<file path="config.mk">
export PLATFORM = sky130hd
export DESIGN_NAME = instr_sequencer_flat
export DESIGN_NICKNAME = d
export VERILOG_FILES = /design/src/rtl/isa_pkg.sv /design/src/rtl/instr_sequencer_if.sv /design/src/rtl/mem_watchdog.sv /design/src/rtl/instr_sequencer.sv /design/src/flat_wrapper.sv
export SDC_FILE = /design/constraint.sdc
export NUM_CORES = 1
export LEC_CHECK = 0
export BUFFER_PORTS_ARGS = -buffer_cell sky130_fd_sc_hd__buf_2
export CORE_UTILIZATION = 50
export DETAILED_ROUTE_END_ITERATION = 16
export GPL_TIMING_DRIVEN = 0
export PLACE_DENSITY = 0.77
export SETUP_SLACK_MARGIN = 0.3
export SLEW_MARGIN = 25
export SYNTH_ARGS = -nofsm -noshare
export SYNTH_HDL_FRONTEND = slang
export SYNTH_HIERARCHICAL = 1
export SYNTH_SLANG_ARGS = --single-unit
</file>
<file path="constraint.sdc">
create_clock -name clock -period 2.8 [get_ports clock]
set_clock_uncertainty 0.15 [all_clocks]
set_input_delay 0.14 -clock clock [delete_from_list [all_inputs] [get_ports clock]]
set_output_delay 0.14 -clock clock [all_outputs]
set_load 0.02 [all_outputs]
</file>
<file path="src/rtl/isa_pkg.sv">
// Shared ISA definitions: opcodes, sequencer state encoding and program-counter control codes.
// Used by the sequencer, the PC and the datapath.
package isa_pkg;

  typedef enum logic [3:0] {
    OpNop   = 4'h0,
    OpAlu   = 4'h1,
    OpLoad  = 4'h2,
    OpStore = 4'h3,
    OpJump  = 4'h4,
    OpHalt  = 4'hF
  } opcode_e;

  typedef enum logic [2:0] {
    StIdle,
    StFetch,
    StLatch,
    StDecode,
    StExec,
    StMem,
    StJump,
    StHalt
  } seq_state_e;

  localparam logic [1:0] PcHold = 2'b00;
  localparam logic [1:0] PcInc  = 2'b01;
  localparam logic [1:0] PcJump = 2'b10;

  function automatic logic is_legal(logic [3:0] op);
    case (op)
      OpNop, OpAlu, OpLoad, OpStore, OpJump, OpHalt: return 1'b1;
      default:                                       return 1'b0;
    endcase
  endfunction

endpackage

</file>
<file path="src/rtl/instr_sequencer_if.sv">
// Control/handshake bundle between the instruction sequencer and the rest of the core.
// The sequencer uses the master view; PC, IRAM, data memory and datapath use the slave view.
interface instr_sequencer_if;

  logic        start;
  logic [15:0] iram_data;
  logic        mem_ready;
  logic [1:0]  pc_control;
  logic [15:0] instruction;
  logic        alu_en;
  logic        mem_rd;
  logic        mem_wr;
  logic        busy;
  logic        halted;
  logic        fault;
  logic [15:0] retired;

  modport master (
    input  start, iram_data, mem_ready,
    output pc_control, instruction, alu_en, mem_rd, mem_wr, busy, halted, fault, retired
  );

  modport slave (
    output start, iram_data, mem_ready,
    input  pc_control, instruction, alu_en, mem_rd, mem_wr, busy, halted, fault, retired
  );

endinterface

</file>
<file path="src/rtl/mem_watchdog.sv">
// Data-memory wait watchdog: counts unanswered MEM cycles and flags the one that
// reaches MEM_TIMEOUT so the sequencer can abandon the access in that same cycle.
module mem_watchdog #(
  parameter logic [7:0] MEM_TIMEOUT = 8'd200
) (
  input  logic clock,
  input  logic reset_n,
  input  logic clear,
  input  logic count_en,
  output logic expired
);

  logic [7:0] count_q, count_d;

  always_comb begin
    count_d = count_q;
    if (clear) begin
      count_d = '0;
    end else if (count_en && (count_q != 8'hFF)) begin
      count_d = count_q + 8'd1;
    end
  end

  always_ff @(posedge clock) begin
    if (!reset_n) begin
      count_q <= '0;
    end else begin
      count_q <= count_d;
    end
  end

  // count_q holds the number of earlier unanswered cycles, so this is the MEM_TIMEOUT-th one
  assign expired = count_en && (count_q == (MEM_TIMEOUT - 8'd1));

endmodule

</file>
<file path="src/rtl/instr_sequencer.sv">
// Multi-cycle instruction sequencer: fetch/latch/decode/execute control with a memory
// wait watchdog, sticky fault flag and saturating retired-instruction counter.
module instr_sequencer
  import isa_pkg::*;
#(
  parameter logic [7:0] MEM_TIMEOUT = 8'd200
) (
  input logic                clock,
  input logic                reset_n,
  instr_sequencer_if.master  bus
);

  seq_state_e  state_q, state_d;
  logic [15:0] instruction_q;
  logic        fault_q, fault_d;
  logic [15:0] retired_q, retired_d;
  logic [3:0]  opcode;
  logic        timeout;
  logic        retire;

  assign opcode = instruction_q[15:12];

  mem_watchdog #(
    .MEM_TIMEOUT(MEM_TIMEOUT)
  ) u_watchdog (
    .clock    (clock),
    .reset_n  (reset_n),
    .clear    (state_q != StMem),
    .count_en ((state_q == StMem) && !bus.mem_ready),
    .expired  (timeout)
  );

  always_ff @(posedge clock) begin
    if (!reset_n) begin
      state_q       <= StIdle;
      instruction_q <= '0;
      fault_q       <= 1'b0;
      retired_q     <= '0;
    end else begin
      state_q   <= state_d;
      fault_q   <= fault_d;
      retired_q <= retired_d;
      if (state_q == StLatch) begin
        instruction_q <= bus.iram_data;
      end
    end
  end

  always_comb begin
    state_d = state_q;
    retire  = 1'b0;
    fault_d = fault_q;
    unique case (state_q)
      StIdle:   if (bus.start) state_d = StFetch;
      StFetch:  state_d = StLatch;
      StLatch:  state_d = StDecode;
      StDecode: begin
        case (opcode)
          OpAlu:          state_d = StExec;
          OpLoad, OpStore: state_d = StMem;
          OpJump:         state_d = StJump;
          OpHalt: begin
            state_d = StHalt;
            retire  = 1'b1;
          end
          default: begin
            // NOP and illegal opcodes both retire straight from decode
            state_d = StFetch;
            retire  = 1'b1;
            if (!is_legal(opcode)) fault_d = 1'b1;
          end
        endcase
      end
      StExec: begin
        state_d = StFetch;
        retire  = 1'b1;
      end
      StMem: begin
        if (bus.mem_ready) begin
          state_d = StFetch;
          retire  = 1'b1;
        end else if (timeout) begin
          state_d = StHalt;
          fault_d = 1'b1;
        end
      end
      StJump: begin
        state_d = StFetch;
        retire  = 1'b1;
      end
      StHalt:  state_d = StHalt;
      default: state_d = StIdle;
    endcase
    retired_d = (retire && (retired_q != 16'hFFFF)) ? retired_q + 16'd1 : retired_q;
  end

  always_comb begin
    bus.pc_control = PcHold;
    bus.alu_en     = 1'b0;
    bus.mem_rd     = 1'b0;
    bus.mem_wr     = 1'b0;
    unique case (state_q)
      StLatch: bus.pc_control = PcInc;
      StExec:  bus.alu_en     = 1'b1;
      StMem: begin
        bus.mem_rd = (opcode == OpLoad);
        bus.mem_wr = (opcode == OpStore);
      end
      StJump:  bus.pc_control = PcJump;
      default: ;
    endcase
    bus.busy        = (state_q != StIdle) && (state_q != StHalt);
    bus.halted      = (state_q == StHalt);
    bus.fault       = fault_q;
    bus.retired     = retired_q;
    bus.instruction = instruction_q;
  end

endmodule

</file>
<file path="src/flat_wrapper.sv">
// flat-port wrapper written by rule: the top's interface ports become plain ports
module instr_sequencer_flat import isa_pkg::*;
#(
  parameter logic [7:0] MEM_TIMEOUT = 8'd200
)
  (clock, reset_n, bus_start, bus_iram_data, bus_mem_ready, bus_pc_control, bus_instruction, bus_alu_en, bus_mem_rd, bus_mem_wr, bus_busy, bus_halted, bus_fault, bus_retired);
  instr_sequencer_if bus_i ();
  input logic clock;
  input logic reset_n;
  input wire logic [$bits(bus_i.start)-1:0] bus_start;
  input wire logic [$bits(bus_i.iram_data)-1:0] bus_iram_data;
  input wire logic [$bits(bus_i.mem_ready)-1:0] bus_mem_ready;
  output wire logic [$bits(bus_i.pc_control)-1:0] bus_pc_control;
  output wire logic [$bits(bus_i.instruction)-1:0] bus_instruction;
  output wire logic [$bits(bus_i.alu_en)-1:0] bus_alu_en;
  output wire logic [$bits(bus_i.mem_rd)-1:0] bus_mem_rd;
  output wire logic [$bits(bus_i.mem_wr)-1:0] bus_mem_wr;
  output wire logic [$bits(bus_i.busy)-1:0] bus_busy;
  output wire logic [$bits(bus_i.halted)-1:0] bus_halted;
  output wire logic [$bits(bus_i.fault)-1:0] bus_fault;
  output wire logic [$bits(bus_i.retired)-1:0] bus_retired;
  assign bus_i.start = bus_start;
  assign bus_i.iram_data = bus_iram_data;
  assign bus_i.mem_ready = bus_mem_ready;
  assign bus_pc_control = bus_i.pc_control;
  assign bus_instruction = bus_i.instruction;
  assign bus_alu_en = bus_i.alu_en;
  assign bus_mem_rd = bus_i.mem_rd;
  assign bus_mem_wr = bus_i.mem_wr;
  assign bus_busy = bus_i.busy;
  assign bus_halted = bus_i.halted;
  assign bus_fault = bus_i.fault;
  assign bus_retired = bus_i.retired;
  instr_sequencer #(.MEM_TIMEOUT(MEM_TIMEOUT)) u_core (.clock(clock), .reset_n(reset_n), .bus(bus_i));
endmodule
</file>
==> flow_summary.ini, run 1 <==
[layout]
multiInputGateArea_sq_um = 1190
fin_nets = 373
final_layout_size_suffix_gt1_share_pct = 23.6
fillers = 353
ff_latch_area_sq_um = 881
stdcell_area_sq_um = 2770
antenna_cells = 0
utilization_pct = 67.9
areaGrowthSynthToFinish_pct = 28.2
layout.cells.non_filler = 402

[job]
max_cap_violations = 0

[timing]
hold_violations = 0
fin_crit_ns = 2.28
setup_viol = 0
slew_viol_final = 0
finalCritPeriodShare_pct = 81.6
fmax_mhz = 438
slew_headroom_pct = 65.9
rsz0062_at_grt = no
worst_slew_pin_slew_ns = 0.498
tns_ns = 0

[detailed_routing]
drtIter0Drc = 154
top_layer = met4
route.met3.wl_um = 312
drc_errors = 0
ant_nets = 0
wl_met2_um = 2440
wl_per_cell_um = 13.2
routed_wl_um = 5300
vias_per_cell = 5.49
drt-met1-wl_um = 2500
drt-pass1-iter-count = 4
num_vias = 2208

[global_route]
grt_util_all_layers_pct = 24.3
grt_pass1_wl_um = 8470
grt-ovfl-total = 0
grt_pass1_vias = 1930
antenna_found_initial = 0
grt_start_max_net_pins = 13

[cts]
cts.clk_slew.worst_paths_ns = 0.08
postCtsSetupRepairBufs = 0
htree_num_levels = 2
cts_buffer_depth = 2
cts_sinks = 44
numCtsBuffers = 5
root_buffer = clkbuf_8
insertion_delay_ns = 0.29
cts_tree = yes

[floorplan]
die_x_um = 67.8
io_pins = 60
rows = 23
initial_core_util_pct = 52.9
coreArea_sq_um = 4090
die_h_um = 67.8
dieArea_sq_um = 4590

[power_and_ir_drop]
p_per_area_nw_per_um2 = 446
ir_drop_uv = 306
power_mw = 1.24
p_leak_nw = 1.13

[yosys]
synth_edf_count = 0
synthArstFlopShare_pct = 0
synthFlopType = dfxtp_1
syn_nets = 291
synth_cell_type_count = 56
synth_common_cells = nand2_1, dfxtp_1, a21oi_1
ys_ff_latch = 44
synth_area_sq_um = 2160
syn_inst = 269
synth_top_area_share_pct = 40.7
yosys_warnings = 6
postSynthAreaPerCell_sq_um = 8.04
synth_seq_area_share_pct = 40.7
yosysTopAreaCell = dfxtp_1
yosys-top-cells-area = dfxtp_1, nand2_1, a21oi_1, mux2i_1, nand2b_1
synth.most_common_cell = nand2_1

[hold_path]
hold_path.class = in2reg

[place]
dp_hpwl_um = 3540
place_area_sq_um = 2520
portBuffers = 59
place_congestion = 0.784
dp_cells = 378

[worst_setup_path]
crit_type = reg2out
path_max_fanout = 10
cp_data_required_time_ns = 2.51
arrival_ns = 1.99
critPathLaunchType = flip-flop
worstSetupEndpointType = output port

[status]
status = completed
-- routing by layer --
layer	vias up	global-route usage (%)
li1	1116	-
met1	1019	31.9
met2	68	38.4
met3	5	5.74
met4	0	9.38
met5	-	0
-- what timing repair did --
item                                    4_1_cts  5_1_grt
endpoints found under the setup margin        0        1
gates resized for setup                       0        1
hold buffers                                 16        0
hold endpoints to repair                     16        0
-- final timing paths --
check,to,slack (ns),start,depth (start not counted)
worst min register to register,u_core/bus.instruction[3],0.30,u_core/bus.instruction[3],2
worst min-delay path,u_core/bus.retired[14],0.07,reset_n,3
worst max-delay path,bus_pc_control[0],0.52,u_core/state_q[1],5
worst max register to register,u_core/bus.retired[12],0.57,u_core/bus.retired[0],6
-- critical path: stages, from the launching register on --
cell	delay, ns
dfxtp_1	0.43
nor2b_1	0.24
nand2_1	0.22
clkinv_1	0.20
buf_1	0.36
buf_2	0.25
-- stage by stage --
| step | setup slack [ns] | hold WS [ns] |
|---|---|---|
| global placement | 0.528 | 0.230 |
| finish | 0.516 | 0.0695 |
| global route | 0.310 | 0.0830 |
| detailed placement | 0.519 | 0.237 |
| CTS | 0.494 | 0.0599 |
| floorplan | 0.695 | 0.126 |
-- state kept, by name (all words and copies together), names as in the netlist --
register and count:
u_core/bus.fault 1, u_core/bus.instruction 16, u_core/bus.retired 16, u_core/state_q 3
u_core/u_watchdog/count_q 8
-- cell families after synthesis --
logic type | after synthesis | synth area share, %
AOI/OAI and AO/OA | 63 | 18.2
xor gates and xnor gates | 4 | 1.62
muxes | 9 | 4.22
and+or+nand+nor | 126 | 29.8
adders and majority gates | 2 | 1.16
DFF | 44 | 40.7
buffers and inverters | 21 | 4.34
-- report_power, final --
| group | internal, mW | leakage (nW) | switching [mW] |
|---|---|---|---|
| registers | 0.644 | 0.356 | 0.0141 |
| clock network | 0.201 | 0.0455 | 0.204 |
| logic | 0.0692 | 0.730 | 0.104 |
-- cell type report --
type / count / area share [%]
Multi-Input combinational cell: 204 / 42.9
Clock buffer: 8 / 3.25
Timing Repair Buffer: 75 / 16.4
Inverter: 10 / 1.35
Buffer: 11 / 2.03
Tap cell: 50 / 2.26
Sequential cell: 44 / 31.8
-- cells in the final DEF (no fill, tap or decap), drive strengths merged, types with 3 or more instances in the layout --
master       count
clkbuf          13
nor2            13
nand2b          10
dlygate4sd3     16
dfxtp           44
a211oi           4
nor3             9
o31ai            3
mux2i            8
nand3            7
xnor2            3
nand4            4
nor4             3
buf             65
and3             6
o21ai            7
a21oi           32
or3              3
inv              8
a31oi            5
nor2b            4
nand2           55
(Power assumes the default switching activity.)
==> run 2, diff against run 1 <==
--- a/config.mk
+++ b/config.mk
@@ -6,10 +6,10 @@
 export NUM_CORES = 1
 export LEC_CHECK = 0
 export BUFFER_PORTS_ARGS = -buffer_cell sky130_fd_sc_hd__buf_2
-export CORE_UTILIZATION = 50
+export CORE_UTILIZATION = 47
 export DETAILED_ROUTE_END_ITERATION = 16
 export GPL_TIMING_DRIVEN = 0
-export PLACE_DENSITY = 0.77
+export PLACE_DENSITY = 0.76
 export SETUP_SLACK_MARGIN = 0.3
 export SLEW_MARGIN = 25
 export SYNTH_ARGS = -nofsm -noshare
==> constraint.sdc (replaced) <==
create_clock -name clock -period 1.85 [get_ports clock]
set_clock_uncertainty 0.15 [all_clocks]
set_input_delay 0.0925 -clock clock [delete_from_list [all_inputs] [get_ports clock]]
set_output_delay 0.0925 -clock clock [all_outputs]
set_load 0.02 [all_outputs]
==> run 2 against run 1 <==
Effect of this change:
- the run now ends with setup timing left
- first-iteration DRC count up 50%
- wire length is 37% higher
- global-route usage increased by 3.6 points
- critical path depth grew 3
- setup slack got worse by 0.58 ns
- die area is 6.2% higher
- worst hold slack improved by 0.0089 ns
- sequential share of layout area is 5.6 points lower
- combinational power increased by 120%
- register-to-register slack worse by 0.63 ns
- design area grew 29%
- clock power grew 85%
- critical path type is now reg2reg
- largest cell class unchanged
- largest power group unchanged
==> flow_summary.ini, run 2 (same netlist as run 1, synthesis figures left out) <==
[layout]
antenna_cells = 0
areaGrowthSynthToFinish_pct = 64.8
fin_nets = 409
utilization_pct = 81.3
final_layout_size_suffix_gt1_share_pct = 47.4
final_common_cell = buf_2
layout_common_cells = buf_2, nand2_1, dfxtp_1, buf_4, a21oi_1
layout.cells.non_filler = 440

[global_route]
grt_pass1_vias = 2393
grt_pass1_wl_um = 10900
grt_start_max_net_pins = 15
grt_util_all_layers_pct = 27.9
grt-ovfl-total = 0
antenna_found_initial = 0

[detailed_routing]
ant_nets = 0
drtIter0Drc = 231
drc_errors = 0
vias_per_cell = 5.75
drt-pass1-iter-count = 4
wl_met2_um = 3740
num_vias = 2530
routed_wl_um = 7260
wl_per_cell_um = 16.5
drt-met1-wl_um = 2920
top_layer = met4
route.met3.wl_um = 479

[floorplan]
coreArea_sq_um = 4380
initial_core_util_pct = 49.3
rows = 24
io_pins = 60
dieArea_sq_um = 4880
die_h_um = 69.8
die_x_um = 69.8

[timing]
hold_violations = 0
fin_crit_ns = 1.91
finalCritPeriodShare_pct = 103
setup_viol = 8
worst_hold_slack_ns = 0.0784
fmax_mhz = 523
slew_viol_final = 0
worst_slew_pin_slew_ns = 0.633
slew_headroom_pct = 57.8
tns_ns = -0.242
fin_ws_ns = -0.0615
rsz0062_at_grt = yes

[place]
portBuffers = 59
dp_cells = 380
dp_hpwl_um = 3730
place_ws_ns = -0.163
place_congestion = 0.838

[hold_path]
hold_path.class = in2reg
holdCritStartpoint = bus_mem_ready
hold_depth = 4
min_to = u_core/state_q[1]

[power_and_ir_drop]
p_per_area_nw_per_um2 = 595
p_leak_nw = 1.48
ir_drop_uv = 428

[worst_setup_path]
reg2reg_to = u_core/state_q[1]
path_max_fanout = 5
reg2reg_from = u_core/state_q[1]
arrival_ns = 1.98
crit_type = reg2reg
critPathLaunchType = flip-flop
worstSetupEndpointType = flip-flop
cp_data_required_time_ns = 1.92
r2r_cells = 8
ff2ff_setup_slack_ns = -0.06

[cts]
numCtsBuffers = 5
cts_buffer_depth = 2
root_buffer = clkbuf_8
insertion_delay_ns = 0.30
htree_num_levels = 2
cts.clk_slew.worst_paths_ns = 0.08
cts_tree = yes
cts_sinks = 44

[status]
status = complete, but fails checks
violations = setup timing

[job]
max_cap_violations = 0
[run 2: cell types whose count changed in the layout (fill, tap and decap cells not counted), sizes merged]
cell and change:
clkinv +1, dlygate4sd3 +4, clkinvlp +1, buf +32, bufinv +1, clkbuf -3
[run 2: timing repair]
action / CTS / global route
endpoints found under the setup margin: 40 / 40
pin swaps: 14 / 13
resized for setup: 40 / 37
hold endpoints to repair: 18 / 0
buffers inserted: 20 / 11
gates cloned: 1 / 0
hold buffers: 20 / 0
[run 2: worst max path at each step]
stage               depth (start not counted)                  startpoint                     to
global route                                8           u_core/state_q[1]      u_core/state_q[1]
floorplan                                   6  u_core/bus.instruction[14]  u_core/bus.retired[9]
detailed placement                          8           u_core/state_q[0]      u_core/state_q[1]
finish                                      8           u_core/state_q[1]      u_core/state_q[1]
CTS                                         6  u_core/bus.instruction[14]  u_core/bus.retired[9]
global placement                            8           u_core/state_q[0]      u_core/state_q[1]
[run 2: metal layers]
metal / vias to the layer above / global-route usage, %
met4: 0 / 9.78
met3: 17 / 5.96
met5: - / 0
met1: 1217 / 33.2
li1: 1189 / -
met2: 107 / 49.1
[run 2: worst max-delay path: stages, from the launching register on]
cell and delay, ns:
dfxtp_4 0.37, nand2b_4 0.14, or2_4 0.25, nor2_4 0.13, and3_4 0.20, and3_4 0.19
nor2b_4 0.16, o221ai_2 0.09, a21oi_1 0.16
[run 2: power by group]
| group | total, mW | switching, mW | internal, mW |
|---|---|---|---|
| logic | 0.386 | 0.207 | 0.178 |
| clock network | 0.749 | 0.349 | 0.400 |
| registers | 0.988 | 0.0231 | 0.965 |
| total | 2.12 | 0.580 | 1.54 |
[run 2: cell type report]
type	count	area, sq um
Buffer	11	104
Clock buffer	5	68.8
Clock inverter	3	42.5
Fill cell	251	818
Inverter	10	42.5
Multi-Input combinational cell	204	1520
Sequential cell	44	931
Tap cell	52	65.1
Timing Repair Buffer	111	796
[run 2: through the flow]
stage               cell area [sq um]  total power, mW
floorplan                        2350             1.18
global placement                 2710             1.26
detailed placement               2710             1.26
CTS                              3330             2.09
global route                     3570             2.20
finish                           3570             2.12
==> run 3, diff against run 2 <==
--- a/config.mk
+++ b/config.mk
@@ -6,10 +6,11 @@
 export NUM_CORES = 1
 export LEC_CHECK = 0
 export BUFFER_PORTS_ARGS = -buffer_cell sky130_fd_sc_hd__buf_2
+export CORE_MARGIN = 1
 export CORE_UTILIZATION = 47
 export DETAILED_ROUTE_END_ITERATION = 16
 export GPL_TIMING_DRIVEN = 0
-export PLACE_DENSITY = 0.76
+export PLACE_DENSITY = 0.82
 export SETUP_SLACK_MARGIN = 0.3
 export SLEW_MARGIN = 25
 export SYNTH_ARGS = -nofsm -noshare
==> run 3 against run 2 <==
Effect of this change:
- clock power is 20% lower
- combinational power is 6.2% lower
- sequential share of layout area increased by 0.66 points
- power shrank 7.9%
- largest power group unchanged
- first-iteration DRC count down 26%
- fmax up 0.69%
- clock-buffer cell count unchanged
- die area stayed put
- the run still ends with setup timing left
- utilization down 2.0 points
- largest cell class unchanged
==> flow_summary.ini, run 3 (same netlist as run 1, synthesis figures left out) <==
[hold_path]
hold_path.class = in2reg
hold_depth = 3

[floorplan]
die_h_um = 69.8
initial_core_util_pct = 49.3
die_x_um = 69.8
dieArea_sq_um = 4880
coreArea_sq_um = 4380
io_pins = 60
rows = 24

[cts]
insertion_delay_ns = 0.30
cts_sinks = 44
cts_buffer_depth = 2
numCtsBuffers = 5
cts_tree = yes
root_buffer = clkbuf_8
htree_num_levels = 2
cts.clk_slew.worst_paths_ns = 0.09

[timing]
worst_hold_slack_ns = 0.0231
fin_ws_ns = -0.0485
hold_violations = 0
rsz0062_at_grt = yes
slew_viol_final = 0
worst_slew_pin_slew_ns = 0.609
tns_ns = -0.0855
finalCritPeriodShare_pct = 103
fmax_mhz = 527
fin_crit_ns = 1.90
setup_viol = 4
slew_headroom_pct = 59.4

[worst_setup_path]
r2r_cells = 5
worstSetupEndpointType = flip-flop
path_max_fanout = 8
ff2ff_setup_slack_ns = -0.05
crit_type = reg2reg
cp_data_required_time_ns = 1.92
arrival_ns = 1.97
critPathLaunchType = flip-flop

[status]
violations = setup timing
status = complete, but fails checks

[global_route]
grt_start_max_net_pins = 14
grt_util_all_layers_pct = 27.4
antenna_found_initial = 0
grt-ovfl-total = 0
grt_pass1_wl_um = 10600
grt_pass1_vias = 2314

[detailed_routing]
wl_per_cell_um = 16.7
ant_nets = 0
routed_wl_um = 7260
drc_errors = 0
vias_per_cell = 5.81
drt-pass1-iter-count = 5
num_vias = 2522
drtIter0Drc = 172

[layout]
layout_common_cells = buf_2, nand2_1, dfxtp_1, a21oi_1
antenna_cells = 0
final_layout_size_suffix_gt1_share_pct = 45.0
multiInputGateArea_sq_um = 1510
fillers = 250
areaGrowthSynthToFinish_pct = 60.8
final_common_cell = buf_2
fin_nets = 403
ff_latch_area_sq_um = 931

[job]
max_cap_violations = 0

[place]
place_congestion = 0.781
place_ws_ns = -0.131
dp_hpwl_um = 3790
portBuffers = 59

[power_and_ir_drop]
switchingPower_mw = 0.572
p_per_area_nw_per_um2 = 562
combPwrFrac_pct = 18.5
pwr-share-clk_pct = 30.8
power_mw = 1.96
p_leak_nw = 1.44
ir_drop_uv = 559
seqPwrFrac_pct = 50.7
p_sw_share_pct = 29.3
p_int_mw = 1.38
[run 3: what timing repair did]
| action | CTS | global route |
|---|---|---|
| endpoints found under the hold margin | 17 | 0 |
| pin swaps | 19 | 13 |
| hold buffers | 20 | 0 |
| endpoints found under the setup margin | 40 | 37 |
| buffers inserted | 15 | 10 |
| resized for setup | 40 | 35 |
| cloned | 1 | 0 |
[run 3: final cells by class]
| cell class | count | share of cell area, % |
|---|---|---|
| sequential | 44 | 26.8 |
| multi-input combinational | 204 | 43.4 |
| clock buffer | 5 | 1.98 |
| timing repair buffer | 105 | 21.6 |
| clock inverter | 3 | 0.396 |
| tap | 52 | 1.87 |
| buffer | 11 | 2.66 |
| inverter | 10 | 1.37 |
[run 3: final timing paths]
path,startpoint,endpoint
worst max-delay path,u_core/state_q[2],u_core/bus.retired[9]
worst min-delay path,reset_n,u_core/bus.retired[10]
worst max register to register,u_core/state_q[2],u_core/bus.retired[9]
worst min register to register,u_core/bus.instruction[10],u_core/bus.instruction[10]
[run 3: power by group through the flow]
stage	clock network (mW)	registers, mW	logic, mW
floorplan	0	1.04	0.139
detailed placement	0	1.01	0.250
global placement	0	1.01	0.245
CTS	0.599	0.989	0.315
global route	0.652	0.995	0.388
finish	0.602	0.991	0.362
[run 3: critical path, cell delays in order, from the launching register on]
cell and delay [ns]:
dfxtp_4 0.40, and3b_1 0.29, o31ai_4 0.12, a21o_4 0.25, or4_4 0.48, a21oi_2 0.12
[run 3: through the flow]
step	cell area, sq um	instances	utilization (%)
2_1_floorplan	2350	269	-
3_3_place_gp	2710	380	61.8
3_5_place_dp	2710	380	61.8
4_1_cts	3260	424	74.4
5_1_grt	3480	434	79.3
6_report	3480	434	79.3
[run 3: layer usage]
metal  vias up  part of all wire, %  track usage (%)
li1       1181                    -                -
met1      1211                   41             32.6
met2       119                   51             46.8
met3        11                  6.6             7.70
met4         0                  1.4             9.78
met5         -                    0                0
